### config.mk
export PLATFORM = sky130hd
export DESIGN_NAME = alu_share_ctrl
export DESIGN_NICKNAME = d
export VERILOG_FILES = /design/src/rtl/alu_share_ctrl.sv
export SDC_FILE = /design/constraint.sdc
export NUM_CORES = 1
export LEC_CHECK = 0
export BUFFER_PORTS_ARGS = -buffer_cell sky130_fd_sc_hd__buf_2
export CORE_AREA = 8 8 67 69
export CTS_CLUSTER_SIZE = 12
export DETAILED_ROUTE_END_ITERATION = 8
export DIE_AREA = 0 0 75 77
export PLACE_DENSITY_LB_ADDON = 0.05
export SLEW_MARGIN = 20
export SYNTH_ARGS = -nofsm -noshare
export SYNTH_HDL_FRONTEND = slang
export SYNTH_SLANG_ARGS = --single-unit
### constraint.sdc
create_clock -name clk -period 4.5 [get_ports clk]
set_input_delay 0.9 -clock clk [delete_from_list [all_inputs] [get_ports clk]]
set_output_delay 0.9 -clock clk [all_outputs]
set_load 0.02 [all_outputs]
### src/rtl/alu_share_ctrl.sv
// Shares one combinational NOR/ROR ALU between two requesters; registers operands and captures results.
// Round-robin tie-break by default; define ALU_FIXED_PRIO_EN for fixed priority to port 0.
module alu_share_ctrl #(
  parameter int WIDTH   = 7,
  parameter int ALU_LAT = 0
) (
  input  logic             clk,
  input  logic             rst_n,
  input  logic             req0_valid,
  output logic             req0_ready,
  input  logic [WIDTH-1:0] req0_a,
  input  logic [WIDTH-1:0] req0_b,
  input  logic             req0_op,
  input  logic             req1_valid,
  output logic             req1_ready,
  input  logic [WIDTH-1:0] req1_a,
  input  logic [WIDTH-1:0] req1_b,
  input  logic             req1_op,
  output logic [WIDTH-1:0] alu_a,
  output logic [WIDTH-1:0] alu_b,
  output logic             alu_op,
  input  logic [WIDTH-1:0] alu_result,
  input  logic             alu_cf,
  input  logic             alu_sf,
  input  logic             alu_zf,
  output logic             rsp_valid,
  input  logic             rsp_ready,
  output logic             rsp_id,
  output logic [WIDTH-1:0] rsp_result,
  output logic             rsp_cf,
  output logic             rsp_sf,
  output logic             rsp_zf
);

  typedef enum logic [1:0] {IDLE = 2'd0, EXEC = 2'd1, RESP = 2'd2} state_t;

  localparam logic [1:0] LAT = 2'(ALU_LAT);

  state_t     state;
  state_t     state_nxt;
  logic [1:0] cnt;
  logic       pick1;
  logic       any_req;
  logic       cnt_done;

`ifdef ALU_FIXED_PRIO_EN
  assign pick1 = req1_valid & ~req0_valid;
`else
  logic last_grant;
  // On a tie the port that did not win last time goes next.
  assign pick1 = req1_valid & (~req0_valid | ~last_grant);
`endif

  assign any_req  = req0_valid | req1_valid;
  assign cnt_done = (cnt == LAT);

  always_comb begin
    state_nxt  = state;
    req0_ready = 1'b0;
    req1_ready = 1'b0;
    case (state)
      IDLE: begin
        req0_ready = req0_valid & ~pick1;
        req1_ready = pick1;
        if (any_req) state_nxt = EXEC;
      end
      EXEC: if (cnt_done) state_nxt = RESP;
      RESP: if (rsp_ready) state_nxt = IDLE;
      default: state_nxt = IDLE;
    endcase
  end

  always_ff @(posedge clk or negedge rst_n) begin
    if (!rst_n) state <= IDLE;
    else        state <= state_nxt;
  end

  always_ff @(posedge clk or negedge rst_n) begin
    if (!rst_n) begin
      alu_a      <= '0;
      alu_b      <= '0;
      alu_op     <= 1'b0;
      cnt        <= 2'd0;
      rsp_valid  <= 1'b0;
      rsp_id     <= 1'b0;
      rsp_result <= '0;
      rsp_cf     <= 1'b0;
      rsp_sf     <= 1'b0;
      rsp_zf     <= 1'b0;
`ifndef ALU_FIXED_PRIO_EN
      last_grant <= 1'b1;
`endif
    end else begin
      case (state)
        IDLE: begin
          if (any_req) begin
            alu_a  <= pick1 ? req1_a  : req0_a;
            alu_b  <= pick1 ? req1_b  : req0_b;
            alu_op <= pick1 ? req1_op : req0_op;
            rsp_id <= pick1;
            cnt    <= 2'd0;
`ifndef ALU_FIXED_PRIO_EN
            last_grant <= pick1;
`endif
          end
        end
        EXEC: begin
          if (cnt_done) begin
            // Flags are passed through exactly as the ALU reports them.
            rsp_result <= alu_result;
            rsp_cf     <= alu_cf;
            rsp_sf     <= alu_sf;
            rsp_zf     <= alu_zf;
            rsp_valid  <= 1'b1;
          end else begin
            cnt <= cnt + 2'd1;
          end
        end
        RESP: if (rsp_ready) rsp_valid <= 1'b0;
        default: ;
      endcase
    end
  end

endmodule

==> flow_metrics.tcl <==
set metrics [dict create \
    io_buffers 73 \
    die_width_um 75 \
    cp-end-kind "output port" \
    start_util_pct 42.3 \
    drt-total-wl_um 3550 \
    drt_iter0_drc 30 \
    synth.net_count 149 \
    fill_cells 327 \
    synth_top_cell_by_area "dfrtp_1" \
    synth_area_um2 1480 \
    cts.sinks 32 \
    path_class "primary input to output port" \
    rsz0062_at_grt "no" \
    cp_max_fo 17 \
    arrival_ps 2150 \
    cts_root_buffer "clkbuf_4" \
    cts_buffers 5 \
    required_ps 3600 \
    drcViolationCount 0 \
    status "complete, no violations" \
    grt_pass1_vias 1239 \
    clk_pin_slew_ps 90 \
    hpwl_um 2780 \
    p_leak_nw 0.968 \
    period_share_pct 67.7 \
    clk_path_buf_depth 2 \
    regArea_um2 802 \
    insertion_delay_ps 320 \
    ir_drop_mv 0.357 \
    whs_ps 484 \
    die_y_um 77 \
    hold_viol 0 \
    setup_tns_ps 0 \
    ctsHoldBuffers 0 \
    place_congestion 0.700 \
    ys_seq_elements 32 \
    core_area_um2 3500 \
    multi_input_area_um2 628 \
    synth_cells 102 \
    postCtsSetupRepairBufs 0 \
    tightest_slew_ps 780 \
    h-tree-depth 2 \
    drt_pass1_iterations 4 \
    num_rows 22 \
    antenna_found_initial 0 \
    finalSetupViolCount 0 \
    max_cap_violations 0 \
    hold_start "cnt[0]" \
    worstHoldPathType "flip-flop to flip-flop" \
    via_count 1102 \
    grt_pass1_wl_um 5740 \
    antenna_cells 0 \
    max_freq_ghz 0.328 \
    cts_tree "done" \
    yosysWarnings 0 \
    p_per_area_nw_per_um2 696 \
    cp-start-kind "primary input" \
    synth.top_cells.by_area "dfrtp_1, mux2_2, mux2_4" \
    pin_count 74 \
    finClkSkew_ps 7.10 \
    grt_overflow 0 \
    final_util_pct 55.1 \
    grt_start_max_net_pins 33 \
    ant_nets 0 \
    grtUsageTotal_pct 12.8 \
    final_layout_size_suffix_gt1_share_pct 67.2 \
    die-area_um2 5780 \
    synth-seq-area-share_pct 54.2 \
    relSlewSlack_pct 48.0 \
    fin_crit_ps 3050 \
    ys_types 24 \
    synth_top_area_share_pct 52.4 \
    crit_start "req1_valid" \
    cts_resized 0 \
    drv_slew 0 \
    nets 226 \
    vias_per_cell 4.83 \
    area_growth_pct 30.2 \
    avgRoutedWirePerCell_um 15.6 \
    r2r-start "last_grant" \
    avgSynthCellArea_um2 14.5 \
]
-- synthesized netlist by cell type, drive strengths merged --
| cell type | count |
|---|---|
| mux2 | 40 |
| dfrtp | 31 |
| buf | 4 |
| inv | 4 |
| nor2 | 3 |
| a21oi | 2 |
| ha | 2 |
| nand2 | 2 |
| o31ai | 2 |
| a21bo | 1 |
| a21boi | 1 |
| a21o | 1 |
| and3 | 1 |
| dfstp | 1 |
| mux2i | 1 |
| nand3 | 1 |
| nor3 | 1 |
| o21ai | 1 |
| o21bai | 1 |
| o22ai | 1 |
| or3b | 1 |
-- layout make-up --
type,count,area share (%)
Sequential cell,32,41.6
Multi-Input combinational cell,62,32.6
Timing Repair Buffer,74,19.4
Tap cell,48,3.12
Clock buffer,8,2.53
Inverter,4,0.779
-- worst paths after layout --
kind | end | depth (start not counted) | slack [ps]
max | req0_ready | 4 | 1450
min | cnt[0] | 1 | 480
max reg2reg | alu_a[6] | 3 | 2560
min reg2reg | cnt[0] | 1 | 480
max in group asynchronous | rsp_result[5] | 1 | 3430
min in group asynchronous | alu_op | 1 | 620
-- placed cells by master, fill, tap and decap left out, types with 2 or more instances in the layout --
cell type	count
nand2_1	2
clkbuf_1	3
a21oi_1	2
ha_1	2
o31ai_1	2
mux2_2	32
dfrtp_1	31
clkbuf_4	5
mux2_4	8
inv_1	4
buf_2	73
nor2_1	3
-- sequential cells by signal, summed over array words and instances, names as in the netlist --
name and flops:
alu_a 7, alu_b 7, rsp_result 7, cnt 2, state 2, alu_op 1, last_grant 1, rsp_cf 1
rsp_id 1, rsp_sf 1, rsp_valid 1, rsp_zf 1
-- cells by family (layout without fill, tap and decap cells) --
logic type               Yosys count  count (layout)  share of synthesized area [%]
AO/OA/AOI/OAI                     10              10                           4.65
adder cells (fa/ha/maj)            2               2                           1.69
buffers and inverters              8              86                           3.38
flip-flops                        32              32                           54.2
multiplexers                      41              41                           33.1
AND/OR/NAND/NOR                    9               9                           2.96
-- worst max-delay path: stages --
cell and delay, ps:
buf_2 120, a21bo_1 680, and3_1 280, buf_2 170
-- per-layer routing --
metal | vias up | part of all wire (%) | track usage [%]
li1 | 516 | - | -
met1 | 527 | 36 | 13.5
met2 | 50 | 51 | 21.2
met3 | 9 | 10 | 4.94
met4 | 0 | 2.4 | 6.08
met5 | - | 0 | 0
-- metrics by stage --
stage          power [mW]  area [µm²]  worst slack (ps)  cells
2_1_floorplan       0.984        1480              1730    102
3_3_place_gp         1.18        1880              1530    220
3_5_place_dp         1.21        1880              1430    220
4_1_cts              1.37        1930              1430    228
5_1_grt              1.43        1930              1390    228
6_report             1.34        1930              1450    228
-- where the power goes --
part | internal [mW] | leakage (nW) | switching, mW
Combinational | 0.307 | 0.562 | 0.367
Clock | 0.0622 | 0.0265 | 0.0905
Sequential | 0.435 | 0.379 | 0.0794
(Power assumes the default switching activity.)
